### src/rtl/tm1638_frame_sched.sv
// TM1638 frame scheduler: 16-byte framebuffer plus display settings, emitted as
// 19-byte refresh frames (mode, address, 16 data, display control) to the PHY.
module tm1638_frame_sched #(
  parameter int unsigned REFRESH_CYCLES = 100000
) (
  input  logic       clk,
  input  logic       rst,
  input  logic       wr_en,
  input  logic [3:0] wr_addr,
  input  logic [7:0] wr_data,
  input  logic [2:0] bright,
  input  logic       disp_on,
  input  logic       force_update,
  output logic       tx_valid,
  output logic [7:0] tx_data,
  output logic       tx_last,
  input  logic       tx_ready,
  output logic       busy,
  output logic       frame_done
);

  localparam int TW = $clog2(REFRESH_CYCLES);
  localparam logic [TW-1:0] TMAX = TW'(REFRESH_CYCLES - 1);

  typedef enum logic [2:0] {IDLE, MODE, ADDR, DATA, DISP, DONE} state_t;

  state_t          state;
  logic [15:0][7:0] fb;
  logic [3:0]      idx;
  logic [3:0]      idx_nx;
  logic [TW-1:0]   timer;
  logic            dirty;
  logic            refresh_pend;
  logic [2:0]      cfg_bright;
  logic            cfg_on;
  logic            hs;
  logic            trigger;
  logic            wrap;

  assign hs      = tx_valid & tx_ready;
  assign trigger = dirty | refresh_pend | force_update;
  assign wrap    = (timer == TMAX);
  assign idx_nx  = idx + 4'd1;

  always_ff @(posedge clk) begin
    if (rst)        fb <= '0;
    else if (wr_en) fb[wr_addr] <= wr_data;
  end

  always_ff @(posedge clk) begin
    if (rst) begin
      state        <= IDLE;
      idx          <= '0;
      tx_valid     <= 1'b0;
      tx_data      <= '0;
      tx_last      <= 1'b0;
      busy         <= 1'b0;
      frame_done   <= 1'b0;
      dirty        <= 1'b1;
      refresh_pend <= 1'b0;
      timer        <= '0;
      cfg_bright   <= '0;
      cfg_on       <= 1'b0;
    end else begin
      frame_done <= 1'b0;
      timer      <= wrap ? '0 : timer + 1'b1;
      if (wrap || (force_update && state != IDLE)) refresh_pend <= 1'b1;
      if (wr_en) dirty <= 1'b1;

      case (state)
        IDLE: if (trigger) begin
          // a write landing on the start cycle keeps dirty so it is resent
          if (!wr_en) dirty <= 1'b0;
          refresh_pend <= 1'b0;
          // the start cycle counts as tick 0, so periodic starts are exactly
          // REFRESH_CYCLES apart
          timer      <= TW'(1);
          cfg_bright <= bright;
          cfg_on     <= disp_on;
          state      <= MODE;
          busy       <= 1'b1;
          tx_valid   <= 1'b1;
          tx_data    <= 8'h40;
          tx_last    <= 1'b1;
        end
        MODE: if (hs) begin
          state   <= ADDR;
          tx_data <= 8'hC0;
          tx_last <= 1'b0;
        end
        ADDR: if (hs) begin
          state   <= DATA;
          idx     <= '0;
          tx_data <= fb[0];
          tx_last <= 1'b0;
        end
        DATA: if (hs) begin
          if (idx == 4'd15) begin
            state   <= DISP;
            tx_data <= {4'b1000, cfg_on, cfg_bright};
            tx_last <= 1'b1;
          end else begin
            idx     <= idx_nx;
            tx_data <= fb[idx_nx];
            tx_last <= (idx_nx == 4'd15);
          end
        end
        DISP: if (hs) begin
          state      <= DONE;
          tx_valid   <= 1'b0;
          tx_last    <= 1'b0;
          frame_done <= 1'b1;
        end
        DONE: begin
          state <= IDLE;
          busy  <= 1'b0;
        end
        default: state <= IDLE;
      endcase
    end
  end

endmodule

### config.mk
export PLATFORM = sky130hd
export DESIGN_NAME = tm1638_frame_sched
export DESIGN_NICKNAME = d
export VERILOG_FILES = /design/src/rtl/tm1638_frame_sched.sv
export SDC_FILE = /design/constraint.sdc
export NUM_CORES = 1
export LEC_CHECK = 0
export CELL_PAD_IN_SITES_DETAIL_PLACEMENT = 1
export CELL_PAD_IN_SITES_GLOBAL_PLACEMENT = 2
export CORE_ASPECT_RATIO = 1.2
export CORE_MARGIN = 3
export CORE_UTILIZATION = 30
export CTS_CLUSTER_SIZE = 30
export DETAILED_ROUTE_END_ITERATION = 6
export GPL_TIMING_DRIVEN = 0
export HOLD_SLACK_MARGIN = 0.05
export PLACE_DENSITY = 0.71
export RECOVER_POWER = 100
export SYNTH_ARGS = -nofsm -noshare
export SYNTH_HDL_FRONTEND = slang
export SYNTH_SLANG_ARGS = --single-unit
### constraint.sdc
create_clock -name clk -period 3 [get_ports clk]
set_clock_uncertainty 0.15 [all_clocks]
set_input_delay 0.6 -clock clk [delete_from_list [all_inputs] [get_ports clk]]
set_output_delay 0.6 -clock clk [all_outputs]
set_load 0.01 [all_outputs]
==> impl_metrics.env <==
export IMPL_pwr_density_nw_per_um2=586
export IMPL_gpl_final_weighted_congestion=0.784
export IMPL_synthToLayoutAreaGrowth_pct=17.8
export IMPL_share_of_the_yosys_chip_area_belonging_to_registers_pct=44.7
export IMPL_die_height_microns=181
export IMPL_ys_seq_elements=170
export IMPL_critPathCaptureType="register"
export IMPL_antennaDiodeCount=0
export IMPL_timing_final_max_slew_violations=0
export IMPL_synth_adder_area_share_pct=0.493
export IMPL_initial_antenna_violation_count=0
export IMPL_power_sequential_fraction_pct=45.4
export IMPL_period_share_pct=96.2
export IMPL_cap_violations=0
export IMPL_xor_and_xnor_area_share_after_synthesis_pct=2.30
export IMPL_clock_share_of_power_pct=41.0
export IMPL_report_final_hold_viol_count=0
export IMPL_setup_viol=0
export IMPL_post_route_cells_drive_above_1_share_pct=9.04
export IMPL_via_count=5678
export IMPL_cts_tree="done"
export IMPL_grt_overflow_total=0
export IMPL_switching_share_pct=27.9
export IMPL_synthesized_area_fraction_occupied_by_ao_oa_aoi_and_oai_cells_pct=4.25
export IMPL_starting_density_of_the_core_pct=30.7
export IMPL_drc=0
export IMPL_timing_max_slew_rel_slack_pct=13.3
export IMPL_placement_io_buffers=31
export IMPL_floorplan_core_area_sq_um=24800
export IMPL_grt_util_all_layers_pct=16.9
export IMPL_route_detailed_vias_per_inst=5.12
export IMPL_top_level_ports=33
export IMPL_layout_area_seq_sq_um=3400
export IMPL_cts_htree_levels=4
export IMPL_postSynth_asyncResetShare_pct=0
export IMPL_synth_cell_types=53
export IMPL_synthFlopType="sky130_fd_sc_hd__dfxtp_1"
export IMPL_worst_endpoint_arrival_ns=3.03
export IMPL_leakagePower_nw=3.48
export IMPL_p_int_mw=3.80
export IMPL_postRouteAntennaNets=0
export IMPL_max_freq_mhz=346
export IMPL_place_detailed_hpwl_microns=16500
export IMPL_post_route_util_pct=36.2
export IMPL_synth_mux_area_share_pct=30.2
export IMPL_main_combinational_cell_family_by_area_after_synthesis="multiplexers"
export IMPL_totalPowerFinal_mw=5.26
export IMPL_grt_pass1_vias=6095
export IMPL_run_status="complete, no violations"
export IMPL_numClockSinks=170
export IMPL_cell_count_after_placement=1079
export IMPL_die_w_microns=151
export IMPL_start_kind="register"
export IMPL_worstPathRequired_ns=3.15
export IMPL_pin_count_of_the_biggest_net_entering_global_routing=17
export IMPL_syn_area_per_cell_sq_um=10.5
export IMPL_floorplan_die_area_sq_um=27400
export IMPL_synth_simple_area_share_pct=14.9
export IMPL_detail_route_iter0_violations=260
export IMPL_grt_pass1_wl_microns=35200
export IMPL_layoutNonFillerInstCount=1110
export IMPL_vdd_ir_drop_worst_v=0.000365
export IMPL_synth_enable_flop_cells=0
export IMPL_drt_pre_antenna_iters=4
export IMPL_multi_input_area_sq_um=4010
export IMPL_min_path_type="register to register"
export IMPL_syn_instance_count=723
export IMPL_worst_r2r_setup_slack_ns=0.11
export IMPL_post_synth_instance_area_sq_um=7620
export IMPL_final_min_clock_period_ns=2.89
export IMPL_switchingPower_mw=1.47
export IMPL_critical_path_class="register to register"
export IMPL_yosysWarnings=0
export IMPL_cp_max_fo=10
export IMPL_cts_path_max_buffers=2
export IMPL_tightest_slew_ns=1.30
export IMPL_finish_net_count=797
export IMPL_clkLatencyLatePin_ns=0.43
export IMPL_routedWlPerCell_microns=20.6
export IMPL_num_fill_cells=2769
export IMPL_cts_root_buffer="sky130_fd_sc_hd__clkbuf_16"
export IMPL_totalNegativeSetupSlack_ns=0
export IMPL_mappedNetlistNets=747
export IMPL_grt_setup_unrepaired="no"
export IMPL_drt_wl_total_microns=22800
export IMPL_comb_power_share_pct=13.5
export IMPL_cts_buffers_inserted=17
export IMPL_std_cell_rows=63
export IMPL_clkSlewWorstSetupHoldPaths_ns=0.06
==> power by group through the flow <==
stage	clock [mW]	sequential, mW	combinational (mW)
2_1_floorplan	0	2.43	0.476
3_3_place_gp	0	2.44	0.715
3_5_place_dp	0	2.44	0.731
4_1_cts	2.20	2.39	0.737
5_1_grt	2.30	2.40	0.792
6_report	2.16	2.39	0.713
==> worst paths after layout <==
kind / endpoint / startpoint / depth (start not counted)
worst max-delay path: tx_data[0] / idx[0] / 10
worst min-delay path: dirty / dirty / 2
worst max register to register: tx_data[0] / idx[0] / 10
worst min register to register: dirty / dirty / 2
==> through the flow <==
step / instance area, sq um / worst slack [ns] / hold slack, ns
2_1_floorplan: 7620 / 0.0710 / 0.284
3_3_place_gp: 8340 / -1.30 / 0.300
3_5_place_dp: 8340 / -1.36 / 0.306
4_1_cts: 8990 / 0.00207 / 0.316
5_1_grt: 8980 / 0.00649 / 0.346
6_report: 8980 / 0.114 / 0.314
==> layout by cell type (no fill, tap or decap), types with 5 or more instances in the layout <==
cell,instances
sky130_fd_sc_hd__nor2_1,179
sky130_fd_sc_hd__dfxtp_1,169
sky130_fd_sc_hd__mux2i_1,144
sky130_fd_sc_hd__clkbuf_1,38
sky130_fd_sc_hd__mux4_1,17
sky130_fd_sc_hd__clkbuf_16,17
sky130_fd_sc_hd__clkdlybuf4s50_1,17
sky130_fd_sc_hd__nand2_1,16
sky130_fd_sc_hd__mux4_2,15
sky130_fd_sc_hd__a21oi_1,14
sky130_fd_sc_hd__dlygate4sd3_1,14
sky130_fd_sc_hd__nor3_1,13
sky130_fd_sc_hd__nand3_1,10
sky130_fd_sc_hd__xor2_1,9
sky130_fd_sc_hd__nand3b_1,7
sky130_fd_sc_hd__xnor2_1,6
sky130_fd_sc_hd__nand2b_1,5
==> timing repair <==
item	4_1_cts	5_1_grt
gates cloned	0	0
setup buffers	1	0
gates resized for setup	22	4
pin swaps	1	1
setup endpoints to repair	9	6
hold buffers	0	0
==> worst max-delay path, cell delays in order, from the launching register on <==
cell	delay, ns
sky130_fd_sc_hd__dfxtp_2	0.36
sky130_fd_sc_hd__buf_12	0.16
sky130_fd_sc_hd__buf_12	0.17
sky130_fd_sc_hd__buf_12	0.17
sky130_fd_sc_hd__inv_2	0.13
sky130_fd_sc_hd__ha_4	0.33
sky130_fd_sc_hd__clkbuf_4	0.27
sky130_fd_sc_hd__buf_6	0.22
sky130_fd_sc_hd__mux4_2	0.31
sky130_fd_sc_hd__mux2i_1	0.32
sky130_fd_sc_hd__o221ai_1	0.16
==> per-layer routing <==
| metal | wire, microns | up-vias | share of wire (%) | global-route usage [%] |
|---|---|---|---|---|
| met5 | 0 | - | 0 | 0 |
| met4 | 718 | 0 | 3.1 | 6.10 |
| met3 | 569 | 36 | 2.5 | 3.47 |
| met2 | 12000 | 86 | 52 | 30.6 |
| met1 | 9600 | 2873 | 42 | 19.5 |
| li1 | - | 2683 | - | - |
==> synth_stat cells (all sizes together) (5+ instances only) <==
master  instances  area [sq um]
nor2          179           694
dfxtp         170          3400
mux2i         149          1490
clkbuf         32           120
mux4           32           788
nand2          16          60.1
buf            15           108
a21oi          14          70.1
nor3           14          75.1
xor2           11           123
nand3          10          50.1
nand3b          7          52.6
xnor2           6          52.6
nand2b          5          31.3
==> layout make-up <==
class | count | area share (%)
Multi-Input combinational cell | 503 | 44.7
Clock buffer | 20 | 5.09
Sequential cell | 170 | 37.9
Inverter | 3 | 0.125
Clock inverter | 11 | 1.24
Buffer | 46 | 2.90
Timing Repair Buffer | 32 | 3.54
Tap cell | 325 | 4.53
==> state kept, by name, summed over array words and instances, names as in the netlist <==
register,cells
idx,4
tx_valid,1
tx_last,1
state,3
tx_data,8
frame_done,1
cfg_on,1
cfg_bright,3
fb,128
timer,17
busy,1
dirty,1
refresh_pend,1
==> logic make-up after synthesis <==
group	count (synthesis)
mux	183
xor+xnor	17
buf+inv	50
compound gates	44
simple gates	256
flops	170
fa+ha+maj	3
Power figures use the tool's default switching activity.
